$ cat src/rtl/f_fetch_unit_pkg.sv
// Shared constants for the P7 fetch stage: next-PC select codes, exception
// codes and the fixed fetch address map.
package f_fetch_unit_pkg;

  typedef enum logic [1:0] {
    NPC_SEQ = 2'd0,
    NPC_BR  = 2'd1,
    NPC_J   = 2'd2,
    NPC_JR  = 2'd3
  } npc_op_e;

  localparam logic [3:0]  EXC_NONE  = 4'd0;
  localparam logic [3:0]  EXC_ADEL  = 4'd4;

  localparam logic [31:0] PC_RESET  = 32'h0000_3000;
  localparam logic [31:0] EXC_ENTRY = 32'h0000_4180;
  localparam logic [31:0] IMEM_LO   = 32'h0000_3000;
  localparam logic [31:0] IMEM_HI   = 32'h0000_6ffc;

endpackage

$ cat src/rtl/f_npc_calc.sv
// Combinational next-PC mux for the fetch stage. Branch and jump targets are
// formed from the D-stage instruction, which owns the delay slot now in F.
module f_npc_calc
  import f_fetch_unit_pkg::*;
(
  input  logic [31:0] pc_f_i,
  input  logic [1:0]  npc_op_i,
  input  logic        br_taken_i,
  input  logic [31:0] pc_d_i,
  input  logic [25:0] imm26_i,
  input  logic [31:0] rs_val_i,
  output logic [31:0] npc_o
);

  logic [31:0] seq_pc;
  logic [31:0] br_off;

  assign seq_pc = pc_f_i + 32'd4;
  assign br_off = {{14{imm26_i[15]}}, imm26_i[15:0], 2'b00};

  always_comb begin
    npc_o = seq_pc;
    case (npc_op_i)
      NPC_SEQ: npc_o = seq_pc;
      NPC_BR:  npc_o = br_taken_i ? (pc_d_i + 32'd4 + br_off) : seq_pc;
      NPC_J:   npc_o = {pc_d_i[31:28], imm26_i, 2'b00};
      NPC_JR:  npc_o = rs_val_i;
      default: npc_o = seq_pc;
    endcase
  end

endmodule

$ cat src/rtl/f_fetch_unit.sv
// Fetch stage: architectural PC register, next-PC selection, AdEL check on the
// fetch address and the F-side payload handed to the F/D register.
module f_fetch_unit
  import f_fetch_unit_pkg::*;
(
  input  logic        clk,
  input  logic        reset,
  input  logic        stall,
  input  logic        md_busy,
  input  logic        req,
  input  logic        eret_d,
  input  logic [31:0] epc,
  input  logic [1:0]  npc_op_d,
  input  logic        br_taken_d,
  input  logic [31:0] pc_d,
  input  logic [25:0] imm26_d,
  input  logic [31:0] rs_val_d,
  input  logic [31:0] i_inst_rdata,
  output logic [31:0] i_inst_addr,
  output logic [31:0] pc_f,
  output logic [31:0] instr_f,
  output logic [3:0]  f_exccode,
  output logic        bd_f
);

  logic [31:0] pc_f_q;
  logic [31:0] pc_f_d;
  logic [31:0] npc;
  logic        hold;
  logic        adel;
  logic        squash;

  f_npc_calc u_npc_calc (
    .pc_f_i     (pc_f_q),
    .npc_op_i   (npc_op_d),
    .br_taken_i (br_taken_d),
    .pc_d_i     (pc_d),
    .imm26_i    (imm26_d),
    .rs_val_i   (rs_val_d),
    .npc_o      (npc)
  );

  assign hold = stall | md_busy;

  // Exception entry beats any freeze; a frozen eret must not redirect yet.
  always_comb begin
    pc_f_d = pc_f_q;
    if (req) begin
      pc_f_d = EXC_ENTRY;
    end else if (hold) begin
      pc_f_d = pc_f_q;
    end else if (eret_d) begin
      pc_f_d = epc;
    end else begin
      pc_f_d = npc;
    end
  end

  always_ff @(posedge clk) begin
    if (reset) begin
      pc_f_q <= PC_RESET;
    end else begin
      pc_f_q <= pc_f_d;
    end
  end

  assign adel   = (pc_f_q[1:0] != 2'b00) || (pc_f_q < IMEM_LO) || (pc_f_q > IMEM_HI);
  // eret has no delay slot, so whatever was fetched behind it is discarded.
  assign squash = eret_d & ~hold;

  always_comb begin
    instr_f   = i_inst_rdata;
    f_exccode = EXC_NONE;
    if (squash) begin
      instr_f   = 32'd0;
      f_exccode = EXC_NONE;
    end else if (adel) begin
      instr_f   = 32'd0;
      f_exccode = EXC_ADEL;
    end
  end

  assign bd_f        = (npc_op_d != NPC_SEQ) & ~eret_d;
  assign pc_f        = pc_f_q;
  assign i_inst_addr = pc_f_q;

endmodule

$ cat config.mk
export PLATFORM = sky130hd
export DESIGN_NAME = f_fetch_unit
export DESIGN_NICKNAME = d
export VERILOG_FILES = /design/src/rtl/f_fetch_unit_pkg.sv /design/src/rtl/f_npc_calc.sv /design/src/rtl/f_fetch_unit.sv
export SDC_FILE = /design/constraint.sdc
export NUM_CORES = 1
export LEC_CHECK = 0
export ABC_AREA = 1
export BUFFER_PORTS_ARGS = -buffer_cell sky130_fd_sc_hd__buf_2
export CORE_UTILIZATION = 35
export CTS_CLUSTER_SIZE = 16
export DETAILED_ROUTE_END_ITERATION = 7
export PLACE_DENSITY_LB_ADDON = 0.1
export SLEW_MARGIN = 20
export SYNTH_ARGS = -nofsm -noshare
export SYNTH_HDL_FRONTEND = slang
export SYNTH_HIERARCHICAL = 1
export SYNTH_SLANG_ARGS = --single-unit
$ cat constraint.sdc
create_clock -name clk -period 3.47 [get_ports clk]
set_clock_uncertainty 0.1 [all_clocks]
set_input_delay 0.1735 -clock clk [delete_from_list [all_inputs] [get_ports clk]]
set_output_delay 0.1735 -clock clk [all_outputs]
set_load 0.02 [all_outputs]
=== Yosys cells after proc, flatten, opt, wreduce, memory -nomap -nowiden ===
Index checks and enable logic that the tools add are counted.

* $add $sub $neg: 3
* Order comparisons: 2
* Equality and inequality tests: 4
* Mux-type cells: 9
* Bitwise operators: 5
* Reductions and logical operators: 6

{| class="wikitable"
|+ Operator list
! cell !! number
|-
| $mux 32 || 4
|-
| $pmux 32 s4 || 1
|-
| $add 32x3->32 const B || 2
|-
| $add 32x32->32 || 1
|-
| $gt 32x15->1 const B || 1
|-
| $lt 32x14->1 const B || 1
|-
| $mux 15 || 2
|-
| $mux 3 || 2
|-
| $eq 2x2->1 const B || 2
|-
| $reduce_bool 2->1 || 2
|-
| $and 1x1->1 || 2
|-
| $eq 2x1->1 const B || 1
|-
| $logic_not 2->1 || 1
|-
| $logic_or 1x1->1 || 2
|-
| $ne 2x2->1 const B || 1
|-
| $not 1->1 || 2
|-
| $reduce_or 2->1 || 1
|-
| $or 1x1->1 || 1
|}

* Flip-flop bits (word level): 32
* Bits of input ports: 163

=== Depth between registers and ports, before layout ===
* Depth in word-level cells: 7
* Gate-level depth with buffers: 19

=== Hierarchy ===
Netlist, hierarchy kept.

{| class="wikitable"
|+ Modules (own cells, without submodules)
! module !! times used !! cells each !! area an instance (um^2)
|-
| f_npc_calc || 1 || 907 || 4,501.8
|-
| f_fetch_unit || 1 || 320 || 2,140.8
|}

=== Worst setup path after synthesis ===
Ideal clock, no wire load.

* Path type: input-to-reg
* Start: input port pc_d[3]
* End: register pc_f_q[31], in the netlist i_inst_addr[31]
* Library setup time: 120 ps
* Arrival: 2,035 ps
* Slack: 1,215 ps
* Stages: 16
* Cells stage by stage: ha_1 -> ha_1 -> inv_1 -> fa_1 -> inv_1 -> nand3_1 -> nand3_1 -> nand3_1 -> nand3_1 -> nand2_1 -> nand3_1 -> nand3_1 -> nand2_1 -> nand3_1 -> a21oi_1 -> a21oi_1

* Longest elaborated chain between the ends: 5

{| class="wikitable"
|+ RTL lines
! element !! RTL line !! source
|-
| from (decl) || f_fetch_unit.sv:15 || <nowiki>input logic [31:0] pc_d,</nowiki>
|-
| $add 32x3->32 || f_npc_calc.sv:25 || <nowiki>NPC_BR: npc_o = br_taken_i ? (pc_d_i + 32'd4 + br_off) : seq_pc;</nowiki>
|-
| $add 32x32->32 || f_npc_calc.sv:25 ||
|-
| $mux 32 || f_npc_calc.sv:25 ||
|-
| $pmux 32 s4 || f_npc_calc.sv:23 || <nowiki>case (npc_op_i)</nowiki>
|-
| named net npc[31] || f_fetch_unit.sv:28 || <nowiki>logic [31:0] npc;</nowiki>
|-
| $mux 32 || f_fetch_unit.sv:52 || <nowiki>end else if (eret_d) begin</nowiki>
|-
| to (signal assigned) || f_fetch_unit.sv:63 || <nowiki>pc_f_q <= pc_f_d;</nowiki>
|-
| to (decl) || f_fetch_unit.sv:26 || <nowiki>logic [31:0] pc_f_q;</nowiki>
|}

The timed path passes the listed nets, and every way through them passes these cells.
A chain may end at the register's enable or synchronous reset.

=== Worst setup path in the final report ===
* Start: register pc_f_q[3], in the netlist i_inst_addr[3]
* End: register pc_f_q[18], in the netlist i_inst_addr[18]

* Longest elaborated chain between the ends: 4

{| class="wikitable"
|+ RTL lines
! element !! RTL line !! source
|-
| $add 32x3->32 (*) || f_npc_calc.sv:18 || <nowiki>assign seq_pc = pc_f_i + 32'd4;</nowiki>
|-
| $mux 32 || f_npc_calc.sv:25 ||
|-
| $pmux 32 s4 (*) || f_npc_calc.sv:23 ||
|-
| named net npc[18] || f_fetch_unit.sv:28 ||
|-
| $mux 32 (*) || f_fetch_unit.sv:52 ||
|}

Mark *: on every way through the listed nets, which the timed path passes. The rest lies on a longest branch.

==> reports/metrics.cfg <==
[logic_synthesis]
ys_seq_elements = 32
synth-edff-count = 0
synth_area_sq_mm = 0.00664
synthCells = 1227
synth-async-reset-ratio_pct = 0
ys_seq_area_share_pct = 9.64
avgSynthCellArea_sq_um = 5.41
synth_cell_type_count = 39
synth_ff_type = dfxtp_1
yosysWarnings = 6

[critical_path]
timing.rr.end = i_inst_addr[18]
critical_path_peak_fanout = 6
reg2reg_from = i_inst_addr[3]
crit_arrival_ps = 2670
r2r_slack_ps = 870
crit_type = reg -> reg
start_kind = register
worstPathRequired_ps = 3540
worstRegToRegCells = 12
crit_path_end_kind = register

[grt]
grt_first_pass_wirelength_mm = 39.7
antenna_found_initial = 0
track_usage_pct = 25.7
grt_pass1_vias = 7508
grt_max_degree = 34
grt.overflow.total = 0

[clocking]
cts.sinks = 32
path_clk_slew_ps = 60
cts_root_buffer = clkbuf_16
cts_buffers = 5
tritoncts = built
cts_resized = 0
htreeDepth = 2
cts_setup_buffers = 0
hold_buffers = 0
clockBufferDepth = 2
clk_latency_ps = 290

[cells_and_area]
fin_util_pct = 42.9
final_cell_mix = nand2_1 (406), buf_2 (260), inv_1 (168)
final_area_sq_mm = 0.00801
final_common_cell = nand2_1
multi_input_area_sq_mm = 0.00488
fillerInstances = 2147
n_antenna_cell = 0
fin_nets = 1652
final-seq-area_sq_um = 641
instances_no_fill = 1665
drive_gt1_share_pct = 20.8
largest_reg_flops = 32
area_delta_synth_final_pct = 20.5

[sta]
hold_slack_ps = 38.5
setup_viol = 0
worst_pin_slew_ps = 1080
min_period_over_period_pct = 74.8
max_freq_mhz = 385
hold_violations = 0
drv_slew = 0
setup_tns_ps = 0
relSlewSlack_pct = 27.6
rsz0062_at_grt = false
min_period_ps = 2600

[power]
pwr_density_cell_mw_per_mm2 = 255
vdd_drop_max_mv = 0.169
p_comb_share_pct = 52.1
p_leak_nw = 4.53
p_switching_uw = 904
power_frac_seq_pct = 20.4
p_int_mw = 1.13
clkPwrFrac_pct = 27.4
netSwitchingFraction_pct = 44.3

[placed_design]
post_dp_cell_area_sq_mm = 0.00782
placed_cells = 1657
hpwl_mm = 21.1
place_congestion = 0.950
place.port_buffers = 260

[detailed_routing]
viasPerCell = 5.06
drc_errors = 0
dr_total_vias = 8428
dr.pass1.iters = 5
wl_per_cell_microns = 15.4
ant_nets = 0
finalWirelength_mm = 25.7
drt_iter0_markers = 608

[floorplanning]
initial_core_util_pct = 35.6
core_area_sq_mm = 0.0186
rows = 50
die-width_microns = 140
dieHeight_microns = 140
fp.dieArea_sq_mm = 0.0195
ios = 264

[min_path]
hold_path_class = in -> reg
holdPathStages = 3
min_from = epc[31]
holdPathEnd = i_inst_addr[31]

[flow_run]
maxCapViolCount = 0

[status]
status = finished clean

==> cell type report <==
type	instances	area share (%)
Multi-Input combinational cell	952	61.0
Inverter	170	7.97
Tap cell	234	3.66
Clock inverter	1	0.375
Timing Repair Buffer	269	17.1
Sequential cell	32	8.00
Clock buffer	7	1.91
==> synth_stat cells (all sizes together), types with 3 or more instances <==
cell / count / area (sq um)
o2111ai: 4 / 35.0
nand3b: 10 / 75.1
buf: 59 / 432
or2: 7 / 43.8
inv: 170 / 638
nand4: 11 / 68.8
nor2: 97 / 389
dfxtp: 32 / 641
a22o: 21 / 184
ha: 58 / 726
o211ai: 6 / 45.0
mux2i: 3 / 30.0
xnor2: 6 / 52.6
xor2: 9 / 78.8
nor3: 48 / 257
clkbuf: 16 / 60.1
nand3: 94 / 475
nand2: 410 / 1550
a21oi: 104 / 521
o21ai: 54 / 270
==> worst max path at each step <==
stage | slack [ps] | endpoint | depth (start not counted) | startpoint
after floorplan | 1220 | i_inst_addr[31] | 16 | pc_d[3]
after global placement | 630 | i_inst_addr[31] | 17 | imm26_d[1]
after detailed placement | 640 | i_inst_addr[31] | 17 | imm26_d[1]
after CTS | 870 | i_inst_addr[18] | 12 | i_inst_addr[3]
after global routing | 640 | i_inst_addr[18] | 12 | i_inst_addr[3]
final | 870 | i_inst_addr[18] | 12 | i_inst_addr[3]
==> through the flow <==
stage | power (mW) | setup WS (ps)
floorplan | 1.16 | 1220
global placement | 1.49 | 630
detailed placement | 1.49 | 642
CTS | 2.04 | 865
global route | 2.19 | 639
finish | 2.04 | 873
==> kinds of logic after synthesis <==
kind of cell / Yosys count / share of synthesized area [%]
simple gates: 679 / 43.3
compound gates: 193 / 16.3
mux: 3 / 0.452
fa+ha+maj: 59 / 11.2
xor+xnor: 15 / 1.98
flops: 32 / 9.64
buf+inv: 245 / 17.0
other cells: 1 / 0.0565
==> worst max-delay path: stages (launching register included) <==
cell and delay, ps:
dfxtp_1 430, ha_1 280, nand2_2 120, nor3_4 320
nand2_2 130, nor2_4 130, nand2_1 130, o21ai_1 290
nand2_1 80, nand3_1 90, nand3b_1 110, a21oi_1 160
a21oi_1 80
==> power groups by stage <==
stage	clock, mW	combinational [mW]	sequential, mW
after floorplan	0	0.725	0.432
after global placement	0	1.06	0.424
after detailed placement	0	1.06	0.425
after CTS	0.560	1.07	0.417
final	0.559	1.06	0.416
after global routing	0.579	1.19	0.420
==> layer usage <==
metal / wire length [microns] / global-route usage [%]
met5: 0 / 0
met4: 376 / 4.57
met3: 1840 / 3.20
met2: 12000 / 44.1
met1: 11500 / 34.4
No activity file was read; power rests on OpenSTA's default activity.
